$ cat config.mk
export PLATFORM = sky130hd
export DESIGN_NAME = obi_subordinate_mem_flat
export DESIGN_NICKNAME = d
export VERILOG_FILES = /design/src/rtl/obi_subordinate_mem_if.sv /design/src/rtl/obi_subordinate_mem.sv /design/src/flat_wrapper.sv
export SDC_FILE = /design/constraint.sdc
export NUM_CORES = 1
export LEC_CHECK = 0
export BUFFER_PORTS_ARGS = -buffer_cell sky130_fd_sc_hd__buf_2
export CAP_MARGIN = 20
export CORE_ASPECT_RATIO = 1.1
export CORE_MARGIN = 4
export CORE_UTILIZATION = 55
export CTS_CLUSTER_DIAMETER = 100
export DETAILED_ROUTE_END_ITERATION = 10
export GPL_ROUTABILITY_DRIVEN = 1
export GPL_TIMING_DRIVEN = 0
export MAX_ROUTING_LAYER = met4
export PLACE_DENSITY = 0.81
export SLEW_MARGIN = 20
export SYNTH_ARGS = -nofsm -noshare
export SYNTH_HDL_FRONTEND = slang
export SYNTH_SLANG_ARGS = --single-unit
$ cat constraint.sdc
create_clock -name clk_i -period 3.4 [get_ports clk_i]
set_input_delay 0.51 -clock clk_i [delete_from_list [all_inputs] [get_ports clk_i]]
set_output_delay 0.51 -clock clk_i [all_outputs]
set_load 0.005 [all_outputs]
$ cat src/rtl/obi_subordinate_mem_if.sv
// OBI A/R channel bundle between a master and obi_subordinate_mem.
interface obi_subordinate_mem_if #(
  parameter int ADDR_WIDTH = 32,
  parameter int DATA_WIDTH = 32
) ();
  localparam int BW = DATA_WIDTH / 8;

  logic                  req;
  logic                  gnt;
  logic [ADDR_WIDTH-1:0] addr;
  logic                  we;
  logic [BW-1:0]         be;
  logic [DATA_WIDTH-1:0] wdata;
  logic                  rvalid;
  logic                  rready;
  logic [DATA_WIDTH-1:0] rdata;
  logic                  err;

  modport master (output req, addr, we, be, wdata, rready,
                  input  gnt, rvalid, rdata, err);
  modport slave  (input  req, addr, we, be, wdata, rready,
                  output gnt, rvalid, rdata, err);
endinterface

$ cat src/rtl/obi_subordinate_mem.sv
// OBI subordinate backed by a register-file memory with an in-order response FIFO.
// Optional macro OBI_SBR_BE_EN enables byte-lane write masking.
module obi_subordinate_mem #(
  parameter int ADDR_WIDTH = 32,
  parameter int DATA_WIDTH = 32,
  parameter int NUM_WORDS  = 16,
  parameter int GNT_WAIT   = 0,
  parameter int RSP_DEPTH  = 2
) (
  input  logic                 clk_i,
  input  logic                 reset_ni,
  obi_subordinate_mem_if.slave bus,
  output logic [7:0]           err_cnt_o
);
  localparam int BW   = DATA_WIDTH / 8;
  localparam int OFFW = $clog2(BW);
  localparam int AW   = $clog2(NUM_WORDS);
  localparam int CW   = $clog2(RSP_DEPTH + 1);
  localparam int PW   = (RSP_DEPTH > 1) ? $clog2(RSP_DEPTH) : 1;

  logic [NUM_WORDS-1:0][DATA_WIDTH-1:0] r_mem;
  logic [RSP_DEPTH-1:0][DATA_WIDTH-1:0] r_fdata;
  logic [RSP_DEPTH-1:0]                 r_ferr;
  logic [PW-1:0]                        r_wptr, r_rptr;
  logic [CW-1:0]                        r_count;
  logic [3:0]                           r_wait_cnt;
  logic [7:0]                           r_err_cnt;

  logic                  w_gnt, w_acc, w_pop, w_aligned, w_hit;
  logic [AW-1:0]         w_idx;
  logic [ADDR_WIDTH-1:0] w_word;
  logic [BW-1:0]         w_be_eff;
  logic [DATA_WIDTH-1:0] w_push_data;

  assign w_gnt = bus.req && (r_wait_cnt == 4'(GNT_WAIT)) && (r_count < CW'(RSP_DEPTH));
  assign w_acc = bus.req && w_gnt;
  assign w_pop = bus.rvalid && bus.rready;

  assign w_aligned = (bus.addr[OFFW-1:0] == '0);
  assign w_word    = bus.addr >> OFFW;
  assign w_idx     = w_word[AW-1:0];
  assign w_hit     = w_aligned && (w_word < ADDR_WIDTH'(NUM_WORDS));

`ifdef OBI_SBR_BE_EN
  assign w_be_eff = bus.be;
`else
  // be is ignored in this build: every write hit updates the full word
  assign w_be_eff = bus.be | {BW{1'b1}};
`endif

  assign w_push_data = (w_hit && !bus.we) ? r_mem[w_idx] : '0;

  assign bus.gnt    = w_gnt;
  assign bus.rvalid = (r_count != '0);
  assign bus.rdata  = bus.rvalid ? r_fdata[r_rptr] : '0;
  assign bus.err    = bus.rvalid ? r_ferr[r_rptr]  : 1'b0;
  assign err_cnt_o  = r_err_cnt;

  always_ff @(posedge clk_i or negedge reset_ni) begin
    if (!reset_ni) begin
      r_wait_cnt <= '0;
    end else if (!bus.req || w_gnt) begin
      r_wait_cnt <= '0;
    end else if (r_wait_cnt != 4'(GNT_WAIT)) begin
      r_wait_cnt <= r_wait_cnt + 4'd1;
    end
  end

  always_ff @(posedge clk_i or negedge reset_ni) begin
    if (!reset_ni) begin
      r_mem <= '0;
    end else if (w_acc && w_hit && bus.we) begin
      for (int b = 0; b < BW; b++)
        if (w_be_eff[b]) r_mem[w_idx][b*8 +: 8] <= bus.wdata[b*8 +: 8];
    end
  end

  // Full FIFO refuses grant even when popping this cycle, so push never overruns.
  always_ff @(posedge clk_i or negedge reset_ni) begin
    if (!reset_ni) begin
      r_fdata   <= '0;
      r_ferr    <= '0;
      r_wptr    <= '0;
      r_rptr    <= '0;
      r_count   <= '0;
      r_err_cnt <= '0;
    end else begin
      if (w_acc) begin
        r_fdata[r_wptr] <= w_push_data;
        r_ferr[r_wptr]  <= !w_hit;
        r_wptr          <= (r_wptr == PW'(RSP_DEPTH - 1)) ? '0 : r_wptr + 1'b1;
      end
      if (w_pop) begin
        r_rptr <= (r_rptr == PW'(RSP_DEPTH - 1)) ? '0 : r_rptr + 1'b1;
        if (r_ferr[r_rptr] && r_err_cnt != 8'hFF) r_err_cnt <= r_err_cnt + 8'd1;
      end
      if (w_acc && !w_pop)      r_count <= r_count + 1'b1;
      else if (!w_acc && w_pop) r_count <= r_count - 1'b1;
    end
  end
endmodule

$ cat src/flat_wrapper.sv
// flat-port wrapper written by rule: the top's interface ports become plain ports
module obi_subordinate_mem_flat 
#(
  parameter int ADDR_WIDTH = 32,
  parameter int DATA_WIDTH = 32,
  parameter int NUM_WORDS  = 16,
  parameter int GNT_WAIT   = 0,
  parameter int RSP_DEPTH  = 2
)
  (clk_i, reset_ni, err_cnt_o, bus_req, bus_addr, bus_we, bus_be, bus_wdata, bus_rready, bus_gnt, bus_rvalid, bus_rdata, bus_err);
  obi_subordinate_mem_if #(.ADDR_WIDTH(ADDR_WIDTH), .DATA_WIDTH(DATA_WIDTH)) bus_i ();
  input  logic clk_i;
  input  logic reset_ni;
  output logic [7:0] err_cnt_o;
  input wire logic [$bits(bus_i.req)-1:0] bus_req;
  input wire logic [$bits(bus_i.addr)-1:0] bus_addr;
  input wire logic [$bits(bus_i.we)-1:0] bus_we;
  input wire logic [$bits(bus_i.be)-1:0] bus_be;
  input wire logic [$bits(bus_i.wdata)-1:0] bus_wdata;
  input wire logic [$bits(bus_i.rready)-1:0] bus_rready;
  output wire logic [$bits(bus_i.gnt)-1:0] bus_gnt;
  output wire logic [$bits(bus_i.rvalid)-1:0] bus_rvalid;
  output wire logic [$bits(bus_i.rdata)-1:0] bus_rdata;
  output wire logic [$bits(bus_i.err)-1:0] bus_err;
  assign bus_i.req = bus_req;
  assign bus_i.addr = bus_addr;
  assign bus_i.we = bus_we;
  assign bus_i.be = bus_be;
  assign bus_i.wdata = bus_wdata;
  assign bus_i.rready = bus_rready;
  assign bus_gnt = bus_i.gnt;
  assign bus_rvalid = bus_i.rvalid;
  assign bus_rdata = bus_i.rdata;
  assign bus_err = bus_i.err;
  obi_subordinate_mem #(.ADDR_WIDTH(ADDR_WIDTH), .DATA_WIDTH(DATA_WIDTH), .NUM_WORDS(NUM_WORDS), .GNT_WAIT(GNT_WAIT), .RSP_DEPTH(RSP_DEPTH)) u_core (.clk_i(clk_i), .reset_ni(reset_ni), .bus(bus_i), .err_cnt_o(err_cnt_o));
endmodule
==> impl_metrics.toml <==
[critical_path]
ff2ff_setup_slack_ns = 0.17
cp.arrival_ns = 2.77
crit_family = "buffers and inverters"
cpMostUsedCell = "clkbuf_1"
cp_slowest_cell = "clkbuf_1"
crit_path_start_kind = "register"
cp-end-kind = "primary output"
cp.required_ns = 2.89
r2r-end = "u_core.r_mem[139]$_DFFE_PN0P_"
path_buf_inv = 3
path_class = "reg -> out"
worst-path-max-fanout = 10
cpPeakStageDelay_ns = 0.82
r2r.worst_path.cells = 7
r2r_start = "u_core.r_wait_cnt[0]$_DFFE_PN0P_"
worstPathCellList = "clkbuf_1, clkbuf_1, mux2i_1, nor2_1, buf_2"

[logic_synthesis]
ys_seq_area_share_pct = 55.6
yosys_register_bits = 594
synth.area.mux_share_pct = 33.7
synth_top_area_share_pct = 55.6
synth_fp_nets = 1861
synth_edf_count = 0
synth_top_family_by_area = "multiplexers"
synth.distinct_cells = 36
yosys.area.top_type = "dfrtp_1"
synth_top_cells_by_count = "dfrtp_1 (594), mux2_2 (386), mux2_1 (128), mux4_2 (128)"
yosysWarnings = 0
synth_ff_type = "dfrtp_1"
synthXorXnorAreaFrac_pct = 0.426
synthesis.area_sq_um = 26700
avgSynthCellArea_sq_um = 15.0
syn_inst = 1784
synthAdderAreaFrac_pct = 0.187
yosys.area_share.simple_pct = 4.19
async_flop_share_pct = 100
synthMostInstantiatedCell = "dfrtp_1"
synth_compound_area_share_pct = 3.43
synthTopCellsByArea = "dfrtp_1 (56%), mux2_2 (16%), mux4_2 (11%), mux2_1 (5.4%), a22o_1 (2.1%)"

[min_path]
whs_endpoint = "u_core.r_wait_cnt[0]$_DFFE_PN0P_"
hold-path-cell-count = 2
hold_path_class = "in -> reg"
hold_start = "bus_req"

[floorplanning]
die_area_sq_um = 52200
row_count = 84
die_w_microns = 218
top_level_ports = 116
die_h_microns = 239
start_util_pct = 55.8
core_sq_um = 47900

[layout]
area_delta_synth_final_pct = 12.6
fin_nets = 2035
drive_gt1_share_pct = 39.6

[clock_tree]
cts_buffer_depth = 3
cts_buffers = 57
post_cts_buffers = 0
cts_root_buffer = "clkbuf_16"
cts_tree = "done"
insertion_delay_ns = 0.62
cts.sinks = 594
htree_levels = 2
clk_pin_slew_ns = 0.06

[grt]
grt_pass1_wl_microns = 103000
grt_use_met1_pct = 34.7
grt_pass1_vias = 17711
antenna_found_initial = 2
track_usage_pct = 26.6
grtUsageMet2_pct = 42.4
groute.layer.met3.usage_pct = 4.63
grt_start_max_net_pins = 110
grt_busiest_layer = "met2"
gr-total-overflow = 0

[sta]
fmax_mhz = 305
layout_setup_ws_ns = 0.119
holdWs_ns = 0.174
final_max_slew_viol_count = 0
skew_ns = 0.0187
hold_viol = 0
min_period_ns = 3.28
tightest_slew_ns = 1.09
final.setup.tns_ns = 0
rsz0062_at_grt = "false"
slew_headroom_pct = 27.5
setup_viol = 0
fin_crit_sh_pct = 96.5

[drt]
wire_per_inst_microns = 25.0
vias_per_cell = 6.20
num_vias = 16437
ant_nets = 0
drt_iter0_markers = 1278
totalWireLength_microns = 66300
drc = 0
drtPass1Iterations = 5

[pwr]
p_per_area_nw_per_um2 = 487
cellLeakagePower_uw = 0.0148
irDropWorstVdd_v = 0.000383

[placed_design]
place_ws_ns = 0.0140
dp_hpwl_microns = 43500
io_buffers = 109
gp_congestion = 0.806

[job]
maxCapViolations = 0

[run_status]
outcome = "complete, no violations"
[timing repair]
item                                    4_1_cts  5_1_grt
endpoints found under the hold margin        77        0
resized for setup                             0        2
hold buffers                                  1        0
endpoints found under the setup margin        0       60
[area by class of cell]
class / count / area [sq um]
Antenna cell: 2 / 5.00
Sequential cell: 594 / 14900
Multi-Input combinational cell: 1037 / 11200
Buffer: 147 / 647
Inverter: 6 / 22.5
Timing Repair Buffer: 115 / 703
Clock inverter: 17 / 166
Tap cell: 645 / 807
Clock buffer: 88 / 1660
Fill cell: 3433 / 17800
[cell usage in the layout, fill, tap and decap left out, drive strengths merged, types with 2 or more instances in the layout]
cell      instances
dfrtp           594
mux2            514
buf             179
clkbuf          170
mux4            128
nand2            81
nor2             71
o21ai            67
a22o             64
mux2i            33
nor4             23
nand3            13
inv              10
clkinv            9
xor2              8
nor2b             6
and2              6
xnor2             5
nor3              4
ha                4
diode             2
clkinvlp          2
bufinv            2
nand4             2
or4               2
[layer usage]
metal  vias to the layer above  wire (microns)
met3                       162            4040
met4                         0            2570
met1                      8810           27100
met5                         -               0
met2                       575           32600
li1                       6890               -
[worst max path at each step]
| stage | start | end | slack [ns] | cells after the start |
|---|---|---|---|---|
| after global routing | u_core.r_rptr$_DFFE_PN0P_ | bus_rdata[23] | 0.01 | 5 |
| final | u_core.r_rptr$_DFFE_PN0P_ | bus_rdata[23] | 0.12 | 5 |
| after floorplan | bus_addr[24] | u_core.r_mem[277]$_DFFE_PN0P_ | 0.86 | 6 |
| after detailed placement | bus_addr[2] | u_core.r_mem[248]$_DFFE_PN0P_ | 0.01 | 6 |
| after CTS | u_core.r_wait_cnt[0]$_DFFE_PN0P_ | u_core.r_mem[189]$_DFFE_PN0P_ | 0.08 | 8 |
| after global placement | reset_ni | u_core.r_mem[13]$_DFFE_PN0P_ | -9.45 | 1 |
[sequential cells by signal, summed over array words and instances (netlist names)]
name               flops
u_core.err_cnt_o       8
u_core.r_rptr          1
u_core.r_wait_cnt      4
u_core.r_wptr          1
u_core.r_mem         512
u_core.r_fdata        64
u_core.r_count         2
u_core.r_ferr          2
[report_power, final]
| group | switching (uW) | leakage [uW] | total, uW | internal [uW] |
|---|---|---|---|---|
| sequential | 72.0 | 0.00828 | 7210 | 7140 |
| combinational | 844 | 0.00567 | 1220 | 376 |
| clock | 2720 | 0.000898 | 6240 | 3520 |
| total | 3630 | 0.0148 | 14700 | 11000 |
[worst reg2reg max path, cell delays in order, from the launching register on]
cell     delay (ns)
dfrtp_1        0.42
inv_1          0.08
ha_1           0.16
nor3b_4        0.36
nand3_2        0.32
nor4_2         0.89
buf_2          0.50
mux2_2         0.39
[cell families after synthesis]
family,after synthesis
AO/OA/AOI/OAI,134
XOR/XNOR,13
buffers and inverters,153
multiplexers,675
AND/OR/NAND/NOR,211
flip-flops,594
adder cells (fa/ha/maj),4
[per-stage QoR]
stage	instance area (sq um)	std cells	total power, uW	util [%]
CTS	30100	2649	14800	62.8
detailed placement	28200	2543	8560	58.9
global route	30100	2651	15100	62.8
global placement	28100	2538	8500	58.6
finish	30100	2651	14700	62.8
floorplan	26700	1784	7990	-
No activity file was read; power rests on OpenSTA's default activity.
